<file path="config.mk">
export PLATFORM = sky130hd
export DESIGN_NAME = alu_op_sequencer
export DESIGN_NICKNAME = d
export VERILOG_FILES = /design/src/rtl/alu_pkg.sv /design/src/rtl/alu_exec_timer.sv /design/src/rtl/alu_op_sequencer.sv
export SDC_FILE = /design/constraint.sdc
export NUM_CORES = 1
export LEC_CHECK = 0
export CAP_MARGIN = 20
export CELL_PAD_IN_SITES_DETAIL_PLACEMENT = 1
export CELL_PAD_IN_SITES_GLOBAL_PLACEMENT = 1
export CORE_UTILIZATION = 30
export CTS_CLUSTER_SIZE = 8
export DETAILED_ROUTE_END_ITERATION = 6
export PLACE_DENSITY = 0.75
export SYNTH_ARGS = -nofsm -noshare
export SYNTH_HDL_FRONTEND = slang
export SYNTH_HIERARCHICAL = 1
export SYNTH_SLANG_ARGS = --single-unit
</file>
<file path="constraint.sdc">
create_clock -name clk -period 2.08 [get_ports clk]
set_input_delay 0.624 -clock clk [delete_from_list [all_inputs] [get_ports clk]]
set_output_delay 0.624 -clock clk [all_outputs]
set_load 0.03 [all_outputs]
</file>
<file path="src/rtl/alu_pkg.sv">
// Shared types and constants for the ALU issue sequencer: FSM states, ALU select
// encodings and command byte field positions.
package alu_pkg;

  typedef enum logic [2:0] {
    ST_CMD,
    ST_OPA,
    ST_OPB,
    ST_EXEC,
    ST_RESP
  } seq_state_e;

  localparam logic [2:0] OP_ADD   = 3'b000;
  localparam logic [2:0] OP_SUB   = 3'b001;
  localparam logic [2:0] OP_MUL   = 3'b010;
  localparam logic [2:0] OP_SHIFT = 3'b011;
  localparam logic [2:0] OP_OR    = 3'b100;
  localparam logic [2:0] OP_NOT   = 3'b101;
  localparam logic [2:0] OP_XOR   = 3'b110;
  localparam logic [2:0] OP_NAND  = 3'b111;

  localparam int unsigned CMD_SEL_LSB   = 0;
  localparam int unsigned CMD_SEL_W     = 3;
  localparam int unsigned CMD_SHIFT_BIT = 3;
  localparam int unsigned CMD_RSVD_LSB  = 4;

  localparam int unsigned EXEC_CNT_W = 4;

endpackage

</file>
<file path="src/rtl/alu_exec_timer.sv">
// Loadable down-counter that times the ALU execution window; done_o is high
// while the count sits at zero.
module alu_exec_timer #(
  parameter int unsigned CNT_W = 4
) (
  input  logic             clk,
  input  logic             rst,
  input  logic             load_i,
  input  logic [CNT_W-1:0] load_val_i,
  input  logic             en_i,
  output logic             done_o
);

  logic [CNT_W-1:0] count_q, count_d;

  always_comb begin
    count_d = count_q;
    if (load_i) begin
      count_d = load_val_i;
    end else if (en_i && (count_q != '0)) begin
      count_d = count_q - 1'b1;
    end
  end

  always_ff @(posedge clk) begin
    if (rst) begin
      count_q <= '0;
    end else begin
      count_q <= count_d;
    end
  end

  assign done_o = (count_q == '0);

endmodule

</file>
<file path="src/rtl/alu_op_sequencer.sv">
// Issue stage for the 8-bit ALU: collects command/A/B bytes, drives registered
// operands for a fixed execution window, then hands {cout, result} downstream.
module alu_op_sequencer
  import alu_pkg::*;
#(
  parameter int unsigned DATA_W      = 8,
  parameter int unsigned EXEC_CYCLES = 2
) (
  input  logic              clk,
  input  logic              rst,
  input  logic [DATA_W-1:0] in_data,
  input  logic              in_valid,
  output logic              in_ready,
  output logic [DATA_W-1:0] alu_a,
  output logic [DATA_W-1:0] alu_b,
  output logic [2:0]        alu_sel,
  output logic              alu_shift,
  input  logic [DATA_W-1:0] alu_o,
  input  logic              alu_cout,
  output logic [DATA_W:0]   out_data,
  output logic              out_valid,
  input  logic              out_ready,
  output logic              busy,
  output logic              err
);

  localparam logic [EXEC_CNT_W-1:0] ExecLoad = EXEC_CNT_W'(EXEC_CYCLES - 1);

  seq_state_e state_q, state_d;

  logic [CMD_SEL_W-1:0] cmd_sel_q, cmd_sel_d;
  logic                 cmd_shift_q, cmd_shift_d;
  logic [DATA_W-1:0]    opa_q, opa_d;
  logic [DATA_W-1:0]    alu_a_q, alu_a_d;
  logic [DATA_W-1:0]    alu_b_q, alu_b_d;
  logic [2:0]           alu_sel_q, alu_sel_d;
  logic                 alu_shift_q, alu_shift_d;
  logic [DATA_W:0]      out_q, out_d;
  logic                 err_q, err_d;

  logic beat;
  logic rsvd_nz;
  logic timer_load;
  logic timer_en;
  logic timer_done;

  // in_ready is forced low during reset so no byte can slip in while state is clearing
  always_comb begin
    in_ready = 1'b0;
    unique case (state_q)
      ST_CMD, ST_OPA, ST_OPB: in_ready = !rst;
      default:                in_ready = 1'b0;
    endcase
  end

  assign beat      = in_valid && in_ready;
  assign rsvd_nz   = |in_data[DATA_W-1:CMD_RSVD_LSB];
  assign out_valid = (state_q == ST_RESP) && !rst;
  assign busy      = (state_q != ST_CMD);
  assign timer_en  = (state_q == ST_EXEC);

  always_comb begin
    state_d     = state_q;
    cmd_sel_d   = cmd_sel_q;
    cmd_shift_d = cmd_shift_q;
    opa_d       = opa_q;
    alu_a_d     = alu_a_q;
    alu_b_d     = alu_b_q;
    alu_sel_d   = alu_sel_q;
    alu_shift_d = alu_shift_q;
    out_d       = out_q;
    err_d       = 1'b0;
    timer_load  = 1'b0;

    unique case (state_q)
      ST_CMD: begin
        if (beat) begin
          if (rsvd_nz) begin
            err_d = 1'b1;
          end else begin
            cmd_sel_d   = in_data[CMD_SEL_LSB +: CMD_SEL_W];
            cmd_shift_d = in_data[CMD_SHIFT_BIT];
            state_d     = ST_OPA;
          end
        end
      end
      ST_OPA: begin
        if (beat) begin
          opa_d   = in_data;
          state_d = ST_OPB;
        end
      end
      ST_OPB: begin
        // All ALU drives change together here and nowhere else
        if (beat) begin
          alu_a_d     = opa_q;
          alu_b_d     = in_data;
          alu_sel_d   = cmd_sel_q;
          alu_shift_d = cmd_shift_q;
          timer_load  = 1'b1;
          state_d     = ST_EXEC;
        end
      end
      ST_EXEC: begin
        if (timer_done) begin
          out_d   = {alu_cout, alu_o};
          state_d = ST_RESP;
        end
      end
      ST_RESP: begin
        if (out_ready) begin
          state_d = ST_CMD;
        end
      end
      default: begin
        state_d = ST_CMD;
      end
    endcase
  end

  always_ff @(posedge clk) begin
    if (rst) begin
      state_q     <= ST_CMD;
      cmd_sel_q   <= '0;
      cmd_shift_q <= 1'b0;
      opa_q       <= '0;
      alu_a_q     <= '0;
      alu_b_q     <= '0;
      alu_sel_q   <= '0;
      alu_shift_q <= 1'b0;
      out_q       <= '0;
      err_q       <= 1'b0;
    end else begin
      state_q     <= state_d;
      cmd_sel_q   <= cmd_sel_d;
      cmd_shift_q <= cmd_shift_d;
      opa_q       <= opa_d;
      alu_a_q     <= alu_a_d;
      alu_b_q     <= alu_b_d;
      alu_sel_q   <= alu_sel_d;
      alu_shift_q <= alu_shift_d;
      out_q       <= out_d;
      err_q       <= err_d;
    end
  end

  alu_exec_timer #(
    .CNT_W(EXEC_CNT_W)
  ) u_exec_timer (
    .clk       (clk),
    .rst       (rst),
    .load_i    (timer_load),
    .load_val_i(ExecLoad),
    .en_i      (timer_en),
    .done_o    (timer_done)
  );

  assign alu_a     = alu_a_q;
  assign alu_b     = alu_b_q;
  assign alu_sel   = alu_sel_q;
  assign alu_shift = alu_shift_q;
  assign out_data  = out_q;
  assign err       = err_q;

endmodule

</file>
==> flow_metrics.env <==
export IMPL_drtAntennaViolNets=0
export IMPL_fin_area_sq_um=2750
export IMPL_cts_root_buf="clkbuf_8"
export IMPL_fin_crit_sh_pct=96.9
export IMPL_clock_sinks=49
export IMPL_grt_start_max_net_pins=28
export IMPL_clock_skew_ns=0.00654
export IMPL_cts_buffers_inserted=5
export IMPL_drv_cap=0
export IMPL_routed_via_count=1790
export IMPL_vias_per_cell=4.75
export IMPL_drt_total_wl_um=4920
export IMPL_die_h_um=82.6
export IMPL_ir_drop_mv=0.304
export IMPL_dpl_instance_area_sq_um=2640
export IMPL_worst_slack_ns=0.0647
export IMPL_ys_types=31
export IMPL_htreeDepth=2
export IMPL_status="finished, violations left"
export IMPL_synth_seq_area_share_pct=50.3
export IMPL_drt_iter0_markers=81
export IMPL_drc=2
export IMPL_hold_viol=0
export IMPL_n_antenna_cell=0
export IMPL_tritoncts="done"
export IMPL_violations="design-rule violations"
export IMPL_holdBufCountCts=0
export IMPL_synth_adder_area_share_pct=0.641
export IMPL_critical_path_class="flop to output port"
export IMPL_gp_congestion=0.757
export IMPL_die_area_sq_um=6830
export IMPL_post_route_min_period_ns=2.02
export IMPL_synthCells=234
export IMPL_die_w_um=82.6
export IMPL_grt_pass1_vias=1675
export IMPL_num_nets_final=321
export IMPL_syn_area_per_cell_sq_um=8.34
export IMPL_io_pins=54
export IMPL_utilization_pct=43.5
export IMPL_gr_total_overflow=0
export IMPL_synth_top_family_by_area="simple AND/OR/NAND/NOR gates"
export IMPL_final_seq_area_sq_um=981
export IMPL_clk_latency_ns=0.30
export IMPL_synth_simple_area_share_pct=23.4
export IMPL_cp_max_fo=2
export IMPL_rsz0062_at_grt="false"
export IMPL_power_total_mw=1.68
export IMPL_synth_xor_area_share_pct=0
export IMPL_synthMuxAreaShare_pct=7.18
export IMPL_clock_fmax_mhz=496
export IMPL_port_buffers=53
export IMPL_synth_area_sq_um=1950
export IMPL_wl_per_cell_um=13.0
export IMPL_layout_drive_gt1_share_pct=12.3
export IMPL_clk_path_buf_depth=2
export IMPL_synth_top_cell_by_area="dfxtp_1"
export IMPL_p_leak_nw=1.06
export IMPL_min_delay_start="alu_b[7]"
export IMPL_critPathLaunch="state_q[2]"
export IMPL_dp_hpwl_um=3520
export IMPL_yosys_warnings=6
export IMPL_maxSlewViolCount=0
export IMPL_synth_compound_area_share_pct=12.9
export IMPL_placed_cells=369
export IMPL_start_kind="flop"
export IMPL_initial_core_util_pct=30.9
export IMPL_drt_pass1_iter_count=6
export IMPL_power_density_nw_per_um2=612
export IMPL_setup_viol_count_final=0
export IMPL_fillers=759
export IMPL_timing_rr_start="u_exec_timer/count_q[1]"
export IMPL_clk_pin_slew_worst_paths_ns=0.09
export IMPL_grt_first_pass_wirelength_um=7960
export IMPL_synth_top_area_share_pct=50.3
export IMPL_rows=29
export IMPL_place_ws_ns=-0.248
export IMPL_coreArea_sq_um=6310
export IMPL_stdcell_count=377
export IMPL_min_path_type="flop to flop"
export IMPL_crit_arrival_ns=1.39
export IMPL_end_kind="output port"
export IMPL_synth_ff_latch_count=49
export IMPL_crit_required_ns=1.46
export IMPL_antenna_found_initial=0
export IMPL_fin_tns_setup_ns=0
export IMPL_grt_total_usage_pct=15.6
export IMPL_syn_to_final_growth_pct=40.9
export IMPL_multi_input_area_sq_um=892
export IMPL_netlist_top_cells_area="dfxtp_1 50%, nand2_1 13%, a21oi_1 8.0%"
export IMPL_hold_ws_ns=0.459
-- flip-flops by register name, indices dropped and copies added, names as in the netlist --
signal	flops
out_data	9
alu_a	8
alu_b	8
opa_q	8
u_exec_timer/count_q	4
alu_sel	3
cmd_sel_q	3
state_q	3
alu_shift	1
cmd_shift_q	1
err	1
-- worst max-delay path: stages (launching register included) --
cell and delay (ns):
dfxtp_1 0.31, or3_1 0.40, dlygate4sd2_1 0.38
-- path summary, 6_finish.rpt --
path | to | slack [ns] | cells past startpoint
max | busy | 0.06 | 2
min | alu_b[7] | 0.46 | 2
max reg2reg | out_data[0] | 0.25 | 7
min reg2reg | alu_b[7] | 0.46 | 2
-- routing by layer --
layer | GRT usage, % | vias up | share of wire, %
met4 | 6.21 | 0 | 1.5
met2 | 24.9 | 42 | 46
met3 | 3.30 | 7 | 4.0
met1 | 20.4 | 841 | 48
li1 | - | 900 | -
met5 | 0 | - | 0
-- synth_stat cells, drive strengths merged --
| master | number |
|---|---|
| nand2b | 2 |
| nor4b | 1 |
| a21oi | 31 |
| nand4b | 1 |
| a311oi | 2 |
| a2111oi | 1 |
| buf | 8 |
| ha | 1 |
| nand4 | 1 |
| and2b | 1 |
| nand2 | 65 |
| or3 | 2 |
| nor3 | 4 |
| and3 | 1 |
| a211oi | 2 |
| nand3 | 4 |
| or4 | 1 |
| o21ai | 2 |
| clkbuf | 6 |
| nor2 | 21 |
| a21o | 1 |
| mux2i | 14 |
| conb | 2 |
| or3b | 1 |
| inv | 7 |
| nor4 | 1 |
| dfxtp | 49 |
| a311o | 1 |
| o221ai | 1 |
-- kinds of logic after synthesis --
family                     count (synthesis)
DFF                                       49
other                                      2
muxes                                     14
AOI/OAI and AO/OA                         41
adders and majority gates                  1
buffers and inverters                     21
and+or+nand+nor                          106
-- where the power goes --
group	total, mW	leakage (nW)	internal, mW	switching [mW]
sequential	0.942	0.395	0.941	0.00167
combinational	0.109	0.614	0.0569	0.0522
clock	0.631	0.0549	0.307	0.324
-- cells in the final DEF (no fill, tap or decap), types with 2 or more instances in the layout --
| cell | Yosys | routed |
|---|---|---|
| o21ai_0 | 2 | 2 |
| inv_1 | 5 | 5 |
| conb_1 | 2 | 4 |
| clkbuf_8 | 0 | 7 |
| nand2_1 | 65 | 65 |
| inv_2 | 2 | 2 |
| or3_1 | 2 | 2 |
| clkdlybuf4s50_1 | 0 | 49 |
| nand3_1 | 4 | 3 |
| mux2i_1 | 14 | 14 |
| buf_4 | 0 | 19 |
| nor3_1 | 4 | 3 |
| a21oi_1 | 31 | 31 |
| a311oi_1 | 2 | 2 |
| dfxtp_1 | 49 | 49 |
| nor2_1 | 21 | 21 |
| nand2b_1 | 2 | 2 |
-- final cells by class --
| class | count | area share (%) |
|---|---|---|
| multi-input combinational | 166 | 32.5 |
| sequential | 49 | 35.7 |
| tap | 77 | 3.51 |
| clock inverter | 1 | 0.319 |
| timing repair buffer | 70 | 23.5 |
| clock buffer | 7 | 3.51 |
| inverter | 7 | 0.956 |
-- timing repair --
item	CTS	global route
gates cloned	0	0
gates resized for setup	1	2
setup endpoints to repair	1	3
setup buffers	0	0
Note: power is estimated with default switching activity, not from simulation.
